**src/rtl/spi2lb_pkg.sv**
```systemverilog
// Shared types and command codes for the SPI to local-bus bridge.
package spi2lb_pkg;

  typedef enum logic [2:0] {
    S_IDLE,
    S_CMD,
    S_ADDR,
    S_WDATA,
    S_WRITE,
    S_RWAIT,
    S_RDATA,
    S_SKIP
  } state_t;

  localparam logic [7:0] CMD_WR = 8'h02;
  localparam logic [7:0] CMD_RD = 8'h03;

endpackage

```
**src/rtl/spi2lb_sync.sv**
```systemverilog
// Two-flop synchronizer for one asynchronous SPI pin, plus a third flop for
// rise/fall detection on the synchronized level.
module spi2lb_sync (
  input  logic clk,
  input  logic rst,
  input  logic din,
  output logic q,
  output logic rise,
  output logic fall
);

  logic [2:0] s;

  // Resetting to 0 means a cs_n held low through reset never looks like a new frame start.
  always_ff @(posedge clk) begin
    if (rst) s <= '0;
    else     s <= {s[1:0], din};
  end

  assign q    = s[1];
  assign rise = s[1] & ~s[2];
  assign fall = ~s[1] & s[2];

endmodule

```
**src/rtl/spi2lb.sv**
```systemverilog
// SPI mode-0 slave to local-bus master bridge: one bus access per cs_n-low frame.
//   state   | meaning
//   S_IDLE  | waiting for cs_n fall
//   S_CMD   | shifting in command byte
//   S_ADDR  | shifting in address byte
//   S_WDATA | shifting in write data
//   S_WRITE | lb_wen held until lb_wready
//   S_RWAIT | dummy byte, waiting for lb_rvalid
//   S_RDATA | shifting read data out on miso
//   S_SKIP  | frame done or rejected, ignore sck until cs_n high
module spi2lb
  import spi2lb_pkg::*;
#(
  parameter int               ADDR_W = 8,
  parameter int               DATA_W = 16,
  parameter int               STRB_W = DATA_W / 8,
  parameter logic [DATA_W-1:0] RD_ERR = 16'hDEAD
) (
  input  logic              clk,
  input  logic              rst,
  input  logic              spi_sck,
  input  logic              spi_cs_n,
  input  logic              spi_mosi,
  output logic              spi_miso,
  output logic [ADDR_W-1:0] lb_waddr,
  output logic [DATA_W-1:0] lb_wdata,
  output logic              lb_wen,
  output logic [STRB_W-1:0] lb_wstrb,
  input  logic              lb_wready,
  output logic [ADDR_W-1:0] lb_raddr,
  output logic              lb_ren,
  input  logic [DATA_W-1:0] lb_rdata,
  input  logic              lb_rvalid,
  output logic              frame_err
);

  localparam int CNT_W = $clog2(DATA_W);
  localparam logic [CNT_W-1:0] LEN_BYTE = CNT_W'(7);
  localparam logic [CNT_W-1:0] LEN_DATA = CNT_W'(DATA_W - 1);

  state_t state, state_d;
  logic   err_d;

  logic sck_q, sck_rise, sck_fall;
  logic cs_q, cs_rise, cs_fall;
  logic mosi_q, mosi_rise, mosi_fall;
  logic unused_edges;

  logic [CNT_W-1:0]  cnt;
  logic [DATA_W-1:0] rx_sr, rx_next, tx_sr;
  logic [7:0]        rx_byte;
  logic              is_rd, got_rd, dummy_done, last_bit;

  spi2lb_sync u_sync_sck  (.clk(clk), .rst(rst), .din(spi_sck),  .q(sck_q),  .rise(sck_rise),  .fall(sck_fall));
  spi2lb_sync u_sync_cs   (.clk(clk), .rst(rst), .din(spi_cs_n), .q(cs_q),   .rise(cs_rise),   .fall(cs_fall));
  spi2lb_sync u_sync_mosi (.clk(clk), .rst(rst), .din(spi_mosi), .q(mosi_q), .rise(mosi_rise), .fall(mosi_fall));

  assign unused_edges = ^{sck_q, cs_rise, mosi_rise, mosi_fall};

  assign rx_next  = {rx_sr[DATA_W-2:0], mosi_q};
  assign rx_byte  = rx_next[7:0];
  assign last_bit = sck_rise && (cnt == '0);

  always_ff @(posedge clk) begin
    if (rst) state <= S_IDLE;
    else     state <= state_d;
  end

  always_comb begin
    state_d = state;
    err_d   = 1'b0;
    // A pending write is allowed to finish even if cs_n has already gone high.
    if (state != S_IDLE && state != S_WRITE && cs_q) begin
      state_d = S_IDLE;
      err_d   = (state != S_SKIP);
    end else begin
      unique case (state)
        S_IDLE:  if (cs_fall) state_d = S_CMD;
        S_CMD:   if (last_bit) begin
                   if (rx_byte == CMD_WR || rx_byte == CMD_RD) begin
                     state_d = S_ADDR;
                   end else begin
                     state_d = S_SKIP;
                     err_d   = 1'b1;
                   end
                 end
        S_ADDR:  if (last_bit) state_d = is_rd ? S_RWAIT : S_WDATA;
        S_WDATA: if (last_bit) state_d = S_WRITE;
        S_WRITE: if (lb_wready) state_d = S_SKIP;
        S_RWAIT: if (sck_fall && dummy_done) begin
                   state_d = S_RDATA;
                   err_d   = !got_rd && !lb_rvalid;
                 end
        S_RDATA: if (last_bit) state_d = S_SKIP;
        S_SKIP:  state_d = S_SKIP;
        default: state_d = S_IDLE;
      endcase
    end
  end

  always_ff @(posedge clk) begin
    if (rst) begin
      cnt        <= '0;
      rx_sr      <= '0;
      tx_sr      <= '0;
      is_rd      <= 1'b0;
      got_rd     <= 1'b0;
      dummy_done <= 1'b0;
      lb_waddr   <= '0;
      lb_raddr   <= '0;
      lb_wdata   <= '0;
      lb_ren     <= 1'b0;
      frame_err  <= 1'b0;
    end else begin
      lb_ren    <= (state == S_ADDR) && (state_d == S_RWAIT);
      frame_err <= err_d;
      unique case (state)
        S_IDLE: begin
          cnt        <= LEN_BYTE;
          got_rd     <= 1'b0;
          dummy_done <= 1'b0;
        end
        S_CMD, S_ADDR, S_WDATA: begin
          if (sck_rise) begin
            rx_sr <= rx_next;
            cnt   <= cnt - CNT_W'(1);
          end
          if (last_bit) begin
            unique case (state)
              S_CMD: begin
                is_rd <= (rx_byte == CMD_RD);
                cnt   <= LEN_BYTE;
              end
              S_ADDR: begin
                lb_waddr <= ADDR_W'(rx_byte);
                lb_raddr <= ADDR_W'(rx_byte);
                cnt      <= is_rd ? LEN_BYTE : LEN_DATA;
              end
              default: begin
                lb_wdata <= rx_next;
                cnt      <= LEN_BYTE;
              end
            endcase
          end
        end
        S_RWAIT: begin
          if (!got_rd && lb_rvalid) begin
            tx_sr  <= lb_rdata;
            got_rd <= 1'b1;
          end else if (sck_fall && dummy_done && !got_rd) begin
            tx_sr <= RD_ERR;
          end
          if (sck_rise) begin
            if (cnt == '0) begin
              dummy_done <= 1'b1;
              cnt        <= LEN_BYTE;
            end else begin
              cnt <= cnt - CNT_W'(1);
            end
          end
          if (sck_fall && dummy_done) cnt <= LEN_DATA;
        end
        S_RDATA: begin
          if (sck_fall) tx_sr <= {tx_sr[DATA_W-2:0], 1'b0};
          if (sck_rise) cnt <= (cnt == '0) ? LEN_BYTE : cnt - CNT_W'(1);
        end
        default: ;
      endcase
    end
  end

  assign lb_wen   = (state == S_WRITE);
  assign lb_wstrb = {STRB_W{lb_wen}};
  assign spi_miso = (state == S_RDATA) && tx_sr[DATA_W-1];

endmodule

```
**config.mk**
```make
export PLATFORM = sky130hd
export DESIGN_NAME = spi2lb
export DESIGN_NICKNAME = d
export VERILOG_FILES = /design/src/rtl/spi2lb_pkg.sv /design/src/rtl/spi2lb_sync.sv /design/src/rtl/spi2lb.sv
export SDC_FILE = /design/constraint.sdc
export NUM_CORES = 1
export LEC_CHECK = 0
export ABC_CLOCK_PERIOD_IN_PS = 2400
export BUFFER_PORTS_ARGS = -buffer_cell sky130_fd_sc_hd__buf_2
export CAP_MARGIN = 40
export CORE_UTILIZATION = 30
export CTS_BUF_LIST = sky130_fd_sc_hd__clkbuf_4
export DETAILED_ROUTE_END_ITERATION = 12
export SLEW_MARGIN = 20
export SYNTH_ARGS = -nofsm -noshare
export SYNTH_HDL_FRONTEND = slang
export SYNTH_SLANG_ARGS = --single-unit
```
**constraint.sdc**
```tcl
create_clock -name clk -period 2.4 [get_ports clk]
set_input_delay 0.48 -clock clk [delete_from_list [all_inputs] [get_ports clk]]
set_output_delay 0.48 -clock clk [all_outputs]
set_load 0.005 [all_outputs]
```
==> run summary <==
final-layout fill cell count: 1123
R2R Setup Slk: 0.17 ns
gr usage total: 14.5%
area leader, netlist: dfxtp_1
actual slew at the worst max-slew pin: 0.594 ns
DP Wirelength: 5.60 mm
Yosys warning count: 0
I/O Pins: 61
static leakage: 1.53 nW
P&R area growth vs syn: 16.1%
Fmax: 449 MHz
Post-route DRC: 0
Iter 0 DRT Violations: 215
share of layout cells above drive strength 1: 21.3%
total CTS buffers: 9
grt total ovfl: 0
Setup crit start: cnt[0]$_SDFFE_PP0P_
Worst Setup End Kind: flip-flop
# setup viols final: 0
Root Buffer: clkbuf_4
final period utilization: 92.9%
initial core utilization: 31.0%
PD cells: 575 nW/um2
final wirelength: 8.09 mm
critical path required time: 2.71 ns
vias: 3038
# nets final: 489
RR Startpoint: cnt[0]$_SDFFE_PP0P_
routed vias/inst: 4.99
antenna viol nets, final: 0
CTS tree: done
VDD IR max: 0.000196 V
area of the multi-input gates: 1650 um2
# clock sinks: 75
full die area: 11700 um2
Mapped Avg Cell Area: 8.12 um2
slew margin rel.: 60.4%
TritonRoute pass-1 iters: 4
sequential area share after synthesis: 44.5%
top cell type's share of synthesized area: 44.5%
Post-CTS Setup Bufs: 0
post-synthesis cell count: 415
vias in the first global route: 2706
Synth Register Bits: 75
Die X: 108 um
pin count of the biggest net entering global routing: 32
CTS Buffer Depth: 2
hold path start: spi_mosi
nature of the critical path startpoint: flip-flop
Cell Rows: 38
unrepaired setup endpoints after global routing: false
Tmin final: 2.23 ns
Clock Latency Late Sink: 0.43 ns
drt wl/cell: 13.3 um
status: finished, final reports clean
Syn Std Cell Area: 3370 um2
fin util: 35.9%
core area: 10900 um2
worst-path fanout max: 16
first-pass GRT wire length: 13.3 mm
# diodes: 0
dpl cells: 593
initial antenna violation count: 0
Hold Path Class: in -> reg
buffers added on ports: 60
Slew Limit Fails: 0
RePlAce Congestion: 0.869
CTS Hold Bufs: 0
CP Class: reg -> reg
post-route clock skew: 0.0185 ns
Non-Filler Instances: 609
data arrival time of the critical path: 2.54 ns
area occupied by registers: 1500 um2
Final Hold Viols: 0
Syn Nets: 440
H-tree depth: 3
Max Cap Viol: 0
total negative slack: 0 ns
die height: 108 um
Worst-path clk slew: 0.11 ns
synth top area cells: dfxtp_1 45%, nand2_1 8.7%, a21oi_1 6.2%, nand3b_1 3.1%, nor3_1 3.1%
overall power: 2.25 mW
Netlist cell types: 46
## per-stage QoR
step	worst slack, ns	hold slack (ns)	cell area, um2
2_1_floorplan	0.431	0.414	3370
3_3_place_gp	0.299	0.421	3770
3_5_place_dp	0.201	0.424	3770
4_1_cts	0.0758	0.235	3910
5_1_grt	0.0282	0.243	3910
6_report	0.171	0.261	3910
## cells in the mapped netlist (all sizes together)
cell type / number
and4bb: 1
a311oi: 7
xor2: 1
o21bai: 2
mux2i: 7
nand2b: 2
and3b: 2
a221oi: 3
a31o: 1
inv: 8
o31ai: 2
buf: 17
o21ai: 22
and2: 1
dfxtp: 75
nor4: 1
nor2: 22
nor3: 22
a211o: 2
nand2: 78
clkbuf: 22
nor3b: 4
or3b: 2
nand4: 1
a21o: 1
o211ai: 4
nor2b: 12
a2111oi: 1
nand3b: 14
and3: 1
a21oi: 42
nand3: 11
a211oi: 12
a32oi: 1
a31oi: 2
nand4b: 1
o21a: 1
or4: 2
o2111ai: 1
or3: 2
ha: 2
## path summary, 6_finish.rpt
kind,cells after the start,to
hold reg to reg,1,u_sync_cs.s[1]$_SDFF_PP0_
hold / removal,2,u_sync_mosi.s[0]$_SDFF_PP0_
setup / recovery,6,lb_wdata[15]$_SDFFE_PP0P_
setup reg to reg,6,lb_wdata[15]$_SDFFE_PP0P_
## power breakdown
group | total, mW | internal [mW] | switching [mW] | leakage, nW
clock | 0.759 | 0.321 | 0.438 | 0.0736
combinational | 0.211 | 0.0851 | 0.125 | 0.854
sequential | 1.28 | 1.26 | 0.0186 | 0.607
## cell families (layout without fill, tap and decap cells)
group / after synthesis / in the layout / share of synthesized area, %
AOI/OAI and AO/OA: 104 / 104 / 18.9
xor gates and xnor gates: 1 / 1 / 0.260
muxes: 7 / 7 / 2.08
buffers and inverters: 47 / 101 / 6.79
and+or+nand+nor: 179 / 179 / 26.7
adders and majority gates: 2 / 2 / 0.742
DFF: 75 / 75 / 44.5
## area by class of cell
class,instances,share of cell area [%]
Multi-Input combinational cell,293,42.1
Timing Repair Buffer,77,10.9
Sequential cell,75,38.4
Tap cell,140,4.48
Inverter,8,0.768
Clock buffer,10,1.92
Clock inverter,6,1.44
## worst max-delay path, cell delays in order (launching register included)
cell and delay, ns:
dfxtp_1 0.32, inv_1 0.12, ha_1 0.25, or3b_1 0.52
or3_1 0.67, nand2_1 0.17, a21oi_1 0.07
## what timing repair did
item | in CTS | in global routing
setup endpoints to repair | 3 | 1
gates cloned | 0 | 0
gates resized for setup | 1 | 1
## layout by cell type, fill, tap and decap left out, drive strengths merged, types with 3 or more instances in the layout
master | Yosys | layout
o21ai | 22 | 22
nor2 | 22 | 22
dfxtp | 75 | 75
nor2b | 12 | 12
a221oi | 3 | 3
a211oi | 12 | 12
nor3 | 22 | 22
clkbuf | 22 | 10
o211ai | 4 | 4
nor3b | 4 | 4
inv | 8 | 8
a21oi | 42 | 42
nand3b | 14 | 14
a311oi | 7 | 7
nand3 | 11 | 11
clkinv | 0 | 4
mux2i | 7 | 7
nand2 | 78 | 78
buf | 17 | 77
## state kept, by name, summed over array words and instances, names as in the netlist
name,cells
cnt,4
dummy_done,1
frame_err,1
got_rd,1
is_rd,1
lb_raddr,8
lb_ren,1
lb_wdata,16
rx_sr,15
state,3
tx_sr,16
u_sync_cs.s,3
u_sync_mosi.s,2
u_sync_sck.s,3
## per-layer routing
metal / routed length [um] / track usage [%] / vias to the layer above
li1: - / - / 1550
met1: 3940 / 19.7 / 1395
met2: 3630 / 21.7 / 78
met3: 381 / 3.32 / 15
met4: 137 / 6.46 / 0
met5: 0 / 0 / -
Power figures use the tool's default switching activity.
